--- src/rtl/router_pkg.sv ---
// router_pkg: shared widths, header field positions and address check for the 1x3 router
package router_pkg;
  localparam int DW_DEF = 8;
  localparam logic [1:0] ADDR_INVALID = 2'b11;
  localparam int LEN_MSB = 7;
  localparam int LEN_LSB = 2;
  localparam int ADDR_MSB = 1;
  localparam int ADDR_LSB = 0;
  function automatic logic addr_ok(input logic [1:0] a);
    return a != ADDR_INVALID;
  endfunction
endpackage

--- src/rtl/router_parity_acc.sv ---
// router_parity_acc: running XOR over header/payload, captures the trailing parity byte, flags mismatch
module router_parity_acc import router_pkg::*; #(
  parameter int DW = DW_DEF
) (
  input  logic          clk,
  input  logic          resetn,
  input  logic          detect_add,
  input  logic          lfd_state,
  input  logic          ld_state,
  input  logic          packet_valid,
  input  logic          full_state,
  input  logic          parity_done,
  input  logic [DW-1:0] header_reg,
  input  logic [DW-1:0] datain,
  output logic          err
);
  logic [DW-1:0] int_parity, pkt_parity;
  // accumulate parity over header and payload bytes accepted by the source
  always_ff @(posedge clk or negedge resetn)
    if (!resetn) int_parity <= '0;
    else int_parity <= detect_add ? '0 :
                       lfd_state ? int_parity ^ header_reg :
                       (ld_state && packet_valid && !full_state) ? int_parity ^ datain : int_parity;
  // the byte seen in LOAD_DATA once packet_valid drops is the packet's parity byte
  always_ff @(posedge clk or negedge resetn)
    if (!resetn) pkt_parity <= '0;
    else if (ld_state && !packet_valid) pkt_parity <= datain;
  // compare one cycle after the parity byte lands, cleared at the next header
  always_ff @(posedge clk or negedge resetn)
    if (!resetn) err <= 1'b0;
    else err <= detect_add ? 1'b0 : parity_done ? (int_parity != pkt_parity) : err;
endmodule

--- src/rtl/router_reg.sv ---
// router_reg: router datapath register block; parity checking built only with ROUTER_REG_PARITY_CHK_EN
module router_reg import router_pkg::*; #(
  parameter int DW = DW_DEF
) (
  input  logic          clk,
  input  logic          resetn,
  input  logic          packet_valid,
  input  logic          fifo_full,
  input  logic          detect_add,
  input  logic          ld_state,
  input  logic          laf_state,
  input  logic          full_state,
  input  logic          lfd_state,
  input  logic          rst_int_reg,
  input  logic [DW-1:0] datain,
  output logic [DW-1:0] dout,
  output logic          err,
  output logic          parity_done,
  output logic          low_packet_valid
);
  logic [DW-1:0] header_reg, full_reg;
  // latch the header only when it addresses a real output port
  always_ff @(posedge clk or negedge resetn)
    if (!resetn) header_reg <= '0;
    else if (detect_add && packet_valid && addr_ok(datain[ADDR_MSB:ADDR_LSB])) header_reg <= datain;
  // hold the byte that arrived while the FIFO refused writes
  always_ff @(posedge clk or negedge resetn)
    if (!resetn) full_reg <= '0;
    else if (ld_state && fifo_full) full_reg <= datain;
  // FIFO data bus: header, live payload, or the byte parked during full
  always_ff @(posedge clk or negedge resetn)
    if (!resetn) dout <= '0;
    else dout <= lfd_state ? header_reg :
                 (ld_state && !fifo_full) ? datain :
                 laf_state ? full_reg : dout;
  // remember that packet_valid fell in LOAD_DATA until the FSM clears it
  always_ff @(posedge clk or negedge resetn)
    if (!resetn) low_packet_valid <= 1'b0;
    else low_packet_valid <= rst_int_reg ? 1'b0 : (ld_state && !packet_valid) ? 1'b1 : low_packet_valid;
  // sticky flag for parity byte written, cleared by the next header
  always_ff @(posedge clk or negedge resetn)
    if (!resetn) parity_done <= 1'b0;
    else parity_done <= detect_add ? 1'b0 :
                        ((ld_state && !fifo_full && !packet_valid) ||
                         (laf_state && low_packet_valid && !parity_done)) ? 1'b1 : parity_done;
`ifdef ROUTER_REG_PARITY_CHK_EN
  router_parity_acc #(.DW(DW)) u_parity (
    .clk         (clk),
    .resetn      (resetn),
    .detect_add  (detect_add),
    .lfd_state   (lfd_state),
    .ld_state    (ld_state),
    .packet_valid(packet_valid),
    .full_state  (full_state),
    .parity_done (parity_done),
    .header_reg  (header_reg),
    .datain      (datain),
    .err         (err)
  );
`else
  logic unused_full_state;
  assign unused_full_state = full_state;
  assign err = 1'b0;
`endif
endmodule

--- config.mk ---
export PLATFORM = sky130hd
export DESIGN_NAME = router_reg
export DESIGN_NICKNAME = d
export VERILOG_FILES = /design/src/rtl/router_pkg.sv /design/src/rtl/router_parity_acc.sv /design/src/rtl/router_reg.sv
export SDC_FILE = /design/constraint.sdc
export NUM_CORES = 1
export LEC_CHECK = 0
export BUFFER_PORTS_ARGS = -buffer_cell sky130_fd_sc_hd__clkbuf_2
export CAP_MARGIN = 20
export CORE_AREA = 2 2 53 55
export DETAILED_ROUTE_END_ITERATION = 12
export DIE_AREA = 0 0 55 57
export GPL_TIMING_DRIVEN = 0
export PLACE_DENSITY = 0.8
export SYNTH_ARGS = -nofsm -noshare
export SYNTH_HDL_FRONTEND = slang
export SYNTH_SLANG_ARGS = --single-unit
--- constraint.sdc ---
create_clock -name clk -period 0.9 [get_ports clk]
set_input_delay 0.18 -clock clk [delete_from_list [all_inputs] [get_ports clk]]
set_output_delay 0.18 -clock clk [all_outputs]
set_load 0.05 [all_outputs]
Yosys cells after proc, flatten, opt, wreduce, memory -nomap -nowiden
Index checks and enable logic that the tools add are counted.
{"block": "word_totals", "out_inout_bits": 11, "input_bits": 18, "register_bits": 26}
{"block": "op_classes", "n_reduce_logical": 15, "muxes": 7, "n_eq_ne": 1}
{"operator": "two-way mux 8 bit", "count": 3}
{"operator": "logical AND 1 bit", "count": 8}
{"operator": "two-way mux 1 bit", "count": 4}
{"operator": "nonzero test 2 bit", "count": 2}
{"operator": "logical NOT 1 bit", "count": 3}
{"operator": "nonzero test 3 bit", "count": 1}
{"operator": "!= test 2 bit (second input constant)", "count": 1}
{"operator": "logical OR 1 bit", "count": 1}

Depth between registers and ports, before layout
Gate-level depths: netlist (run 1).
{"block": "logic_depth", "word_depth": 6, "ltp_mapped": 4}

Worst setup path before layout (run 1)
No wires, ideal clock.
{"block": "synth_path", "path_kind": "reg2reg", "start": "register dout[6] (netlist name)", "end": "register dout[6]", "path_stages_with_launch": 4, "arrival_time_ns": 1.033, "path_buffers": 0, "slack_ns": -0.259, "cell_sequence": "dfrtp_1 -> nor2b_1 -> a211oi_2 -> o31ai_2"}
{"element": "end signal, assigned", "line": "router_reg.sv:33", "source": "else dout <= lfd_state ? header_reg :"}
{"element": "end, declared", "line": "router_reg.sv:16", "source": "output logic [DW-1:0] dout,"}

Worst setup path in the final report (run 1)
{"block": "layout_path", "start": "register dout[1]", "end": "output dout[1]"}
No word-level cell between the ends.

==> results of run 1 <==
[layout make-up]
type,count,share of cell area
Multi-Input combinational cell,68,0.3785
Sequential cell,26,0.3756
Timing Repair Buffer,32,0.1665
Buffer,6,0.02551
Tap cell,31,0.02197
Clock inverter,1,0.01701
Clock buffer,3,0.01276
Inverter,1,0.002126
[cells by family (layout without fill, tap and decap cells)]
group           Yosys count  after routing
simple gates             32             32
buf+inv                   7             43
compound gates           21             21
flops                    26             26
other cells               1              1
mux                      14             14
[how the worst max path moves through the flow]
stage                              to      start  slack [ns]
after floorplan               dout[5]    dout[5]       -0.10
after global placement    parity_done  laf_state       -0.32
after detailed placement  parity_done  laf_state       -0.33
after CTS                     dout[1]    dout[1]       -0.24
after global routing          dout[1]    dout[1]       -0.25
final                         dout[1]    dout[1]       -0.23
[what timing repair did]
action	4_1_cts	5_1_grt
resized for setup	23	14
setup buffers	3	2
setup endpoints to repair	16	20
gates cloned	0	0
hold buffers	1	1
pin swaps	0	1
endpoints found under the hold margin	27	27
[routing by layer]
layer  track usage  share of wire  vias up  wire [um]
met1        0.2958           0.46      469       1296
met2        0.3248           0.49       28       1387
li1              -              -      425          -
met5             0              0        -          0
met3       0.02356          0.036        6        103
met4       0.08014          0.018        0         51
[cell usage in the layout (no fill, tap or decap), drive strengths merged, types with 2 or more instances in the layout]
cell type / synthesis / final
mux2: 14 / 14
nand2: 10 / 10
a211oi: 8 / 8
nor2: 12 / 12
o31ai: 8 / 8
dlygate4sd3: 0 / 2
buf: 3 / 18
o22a: 2 / 2
clkbuf: 3 / 21
nor2b: 9 / 9
dfrtp: 26 / 26
[metrics by stage]
stage,area [um^2],setup slack [ns],utilization
final,1765,-0.2292,0.6751
after global routing,1765,-0.2484,0.6751
after CTS,1710,-0.2412,0.6541
after detailed placement,1524,-0.3296,0.5828
after global placement,1524,-0.3167,0.5828
after floorplan,1360,-0.1003,-
[power breakdown]
part / internal [mW] / switching [mW] / leakage [nW]
clock: 0.451 / 0.370 / 0.0279
sequential: 1.36 / 0.133 / 0.300
combinational: 0.551 / 0.526 / 0.471
==> metrics, run 1 <==
status=finished with violations; failing checks=hold timing, setup timing; critical path, cell by cell=buf_8; die height=57 um; Slew Limit Fails=0; most numerous cell in the Yosys netlist=dfrtp_1; largest family of logic cells by synthesized area=compound AO/OA/AOI/OAI gates; vias=928; Cell Pwr Density=1919 mW/mm^2; portion of netlist area occupied by mux cells=0.1399; Post-Syn Nets=119; XOR/XNOR Fraction of Synth Area=0; Netlist cell types=20; fraction of layout instances using a drive strength above 1=0.6934; max frequency=0.8856 GHz; Clock Tree Buf Depth=2; Buf/Inv on CP=1; post-route ant nets=0; DRC errors left=0; row count=19; Worst path top cell family by delay=flip-flops; Reg area=663.1 um^2; area growth from synthesis to layout=37.12%; Multi-input gate area=668.1 um^2; crit path max fanout=2; vias in the first global route=974; RSZ-0062 raised after global routing=yes; Post-synth EDFFs=0; H-tree Lvls=1; Mapped Cells=101; cell taking the most area after synthesis=dfrtp_1; WL final=2837 um; Critical Path Start Type=flop; vias per cell=5.524; Power Total=3.388 mW; Worst path slowest cell=dfrtp_2; First-pass DRT Iterations=4; Crit Path Class=flop to primary output; Hold Fails Final Rpt=26; core box area=0.002615 mm^2; Simple-Gate Fraction of Synth Area=0.1224; Horiz. Die Dim=55 um; Max-Cap Viols=0; Clock transition at path regs=0.16 ns; final setup fails=19; # fillers=204; Hold WC Path Type=input pin to async pin; final setup skew=0.01848 ns; routed length per placed instance=16.89 um; Tot GR Track Use=0.2086; largest net degree at the start of global routing=27; reg-to-reg setup timing slack=-0.14 ns; reg-to-reg startpoint=dout[2]; min cycle time layout=1.129 ns; Placed Instances=157; post-synthesis adder-cell area fraction=0; VDD IR max=1.512 mV; Async S/R FF share, synth=1.000; share of the yosys chip area belonging to registers=0.5053; post-synthesis compound-gate area fraction=0.1914; initial antenna violation count=0; Root Driver=clkbuf_4; routability congestion estimate=0.7119; Die Area=0.003135 mm^2; top_reg_cell synth=dfrtp_1; Syn Std Cell Area=0.001287 mm^2; fin crit share=1.255; crit path DAT=0.95 ns; ANT cells=0; Final Non-Filler Cells=168; Yosys Warn Count=0; PnR worst setup slack=-0.2292 ns; Critical Path Max Stage Delay=0.46 ns; first-pass GRT wire length=4616 um; worst r2r dst=dout[2]; IO Pins=29; Port Buffers=25; Setup crit end kind=primary output; worst hold slack=-0.1559 ns; Worst Path Required=0.72 ns; Layout Nets=156; Synth Area per Inst=12.75 um^2; Starting DRT DRC Count=16; Worst-Margin Slew=0.6619 ns; CTS Sinks=26; ranking of synthesized cells by area=dfrtp_1 51%, a211oi_2 7.8%, o31ai_2 7.8%, mux2_2 7.0%, mux2_4 7.0%; FF-to-FF path depth=4; Clk Latency, worst-skew pair=0.33 ns; DP Wirelength=1890 um; CTS Buf Count=3; Static Leak=0.7990 nW; top cell types by occurrence after synthesis=26 x dfrtp_1, 12 x nor2_1; area share of the largest cell type after synthesis=0.5053; starting density of the core=0.4923; CP Depth=1; CTS tree=yes; #FFs+latches synth=26; Rel. slew slack=0.5588; setup_tns=-2.665 ns; Congestion Overflow GR=0
No activity file was read; power rests on OpenSTA's default activity.
==> inputs of run 2 (changes only) <==
Settings changed: CORE_AREA 2 2 53 55 to 2 2 75 77, DIE_AREA 0 0 55 57 to 0 0 77 79, PLACE_DENSITY 0.8 to unset, PLACE_DENSITY_LB_ADDON set to 0.05, SETUP_SLACK_MARGIN set to 0.02.
==> metrics, run 2 (same netlist as run 1, synthesis figures left out) <==
largest net degree at the start of global routing=27; starting density of the core=0.2412; Starting DRT DRC Count=16; routed length per placed instance=15.50 um; Critical Path Start Type=flop; CTS tree=yes; Worst path slowest cell=dfrtp_2; initial antenna violation count=0; First-pass DRT Iterations=4; Core Util, Final=0.3301; Comb power frac=0.311; Root Driver=clkbuf_8; Port Buffers=25; Static Leak=0.7737 nW; setup_tns=-1.590 ns; vias=890; critical path, cell by cell=buf_8; DP Wirelength=2077 um; Clk Latency, worst-skew pair=0.27 ns; row count=27; Clock power frac=0.239; DP Worst Slack=-0.4057 ns; internal power=2.264 mW; Clock transition at path regs=0.10 ns; sequential power share=0.450; Die Area=0.006083 mm^2; max frequency=0.9560 GHz; H-tree Lvls=1; most common cell after layout, fill and taps aside=clkbuf_2; failing checks=hold timing, setup timing; final setup skew=0.001142 ns; Critical Path Max Stage Delay=0.44 ns; RSZ-0062 raised after global routing=yes; reg-to-reg startpoint=dout[4]; fraction of layout instances using a drive strength above 1=0.6818; Slew Limit Fails=0; CTS Sinks=26; Setup crit end kind=primary output; VDD IR max=0.6228 mV; Worst Path Required=0.72 ns; Clock Tree Buf Depth=2; Rel. slew slack=0.5222; Crit Path Class=flop to primary output; Layout Nets=151; reg-to-reg setup timing slack=-0.12 ns; Max-Cap Viols=0; die height=79 um; worst hold slack=-0.05801 ns; Buf/Inv on CP=1; min cycle time layout=1.046 ns; area growth from synthesis to layout=36.83%; Worst-Margin Slew=0.7168 ns; FF-to-FF path depth=4; PnR worst setup slack=-0.1460 ns; WL final=3162 um; Hold WC Path Type=input pin to async pin; core box area=0.005338 mm^2; switching power total=1.038 mW; fin crit share=1.162; ANT cells=0; final setup fails=17; # fillers=582; vias per cell=4.363; Sw Share=0.3144; commonest cells after routing, fill and taps aside=17 x clkbuf_2, 16 x dfrtp_1, 12 x nor2_1; vias in the first global route=1043; worst r2r dst=dout[4]; Multi-input gate area=654.4 um^2; Cell Pwr Density=1875 mW/mm^2; Tot GR Track Use=0.1133; DRC errors left=0; first-pass GRT wire length=5237 um; post-route ant nets=0; status=finished with violations; Horiz. Die Dim=77 um; Congestion Overflow GR=0; CTS Buf Count=3; IO Pins=29; crit path max fanout=2; Hold Fails Final Rpt=26; Reg area=663.1 um^2; crit path DAT=0.87 ns; routability congestion estimate=0.6636; Worst path top cell family by delay=flip-flops
## run 2: cell types whose count changed in the layout (fill, tap and decap cells not counted)
cell,change
clkbuf_2,-1
buf_6,-1
dlygate4sd3_1,-2
clkbuf_8,+4
a21oi_4,-1
a21oi_1,+1
clkbuf_4,-2
nor2_2,-1
buf_4,-2
bufinv_16,-1
nor2_1,+1
## run 2: cell type report
class                           count  area share
Buffer                              6     0.02557
Inverter                            1    0.002131
Sequential cell                    26      0.3764
Timing Repair Buffer               27      0.1420
Clock buffer                        4     0.03125
Tap cell                           72     0.05114
Multi-Input combinational cell     68      0.3714
## run 2: layer usage
layer  share of wire  global-route usage  up-vias
met4          0.0076             0.03750        0
li1                -                   -      410
met1            0.44              0.1268      464
met3           0.027             0.02273        2
met2            0.52              0.2149       14
met5               0                   0        -
## run 2: worst max path at each step
stage | start | depth (start not counted) | endpoint | slack (ns)
6_report | low_packet_valid | 1 | low_packet_valid | -0.15
5_1_grt | low_packet_valid | 1 | low_packet_valid | -0.18
4_1_cts | dout[0] | 1 | dout[0] | -0.17
3_5_place_dp | laf_state | 5 | dout[5] | -0.41
3_3_place_gp | laf_state | 4 | parity_done | -0.40
2_1_floorplan | dout[5] | 3 | dout[5] | -0.10
## run 2: metrics by stage
stage,cells,instance area (um^2),hold slack [ns],total power [mW]
after floorplan,101,1360,-0.1156,2.131
after global placement,198,1575,0.2689,2.357
after detailed placement,198,1575,0.2837,2.374
after CTS,203,1738,-0.02339,3.301
after global routing,204,1762,-0.01631,3.511
final,204,1762,-0.05801,3.303
## run 2: power groups by stage
stage / clock network [mW] / registers (mW) / logic, mW
after floorplan: 0 / 1.69 / 0.443
after global placement: 0 / 1.48 / 0.880
after detailed placement: 0 / 1.48 / 0.890
after CTS: 0.830 / 1.47 / 1.00
after global routing: 0.898 / 1.51 / 1.10
final: 0.789 / 1.49 / 1.03
## run 2: repair_timing
item	CTS	global route
gates resized for setup	23	11
buffers inserted	1	1
pin swaps	0	0
endpoints found under the hold margin	26	26
setup endpoints to repair	19	19
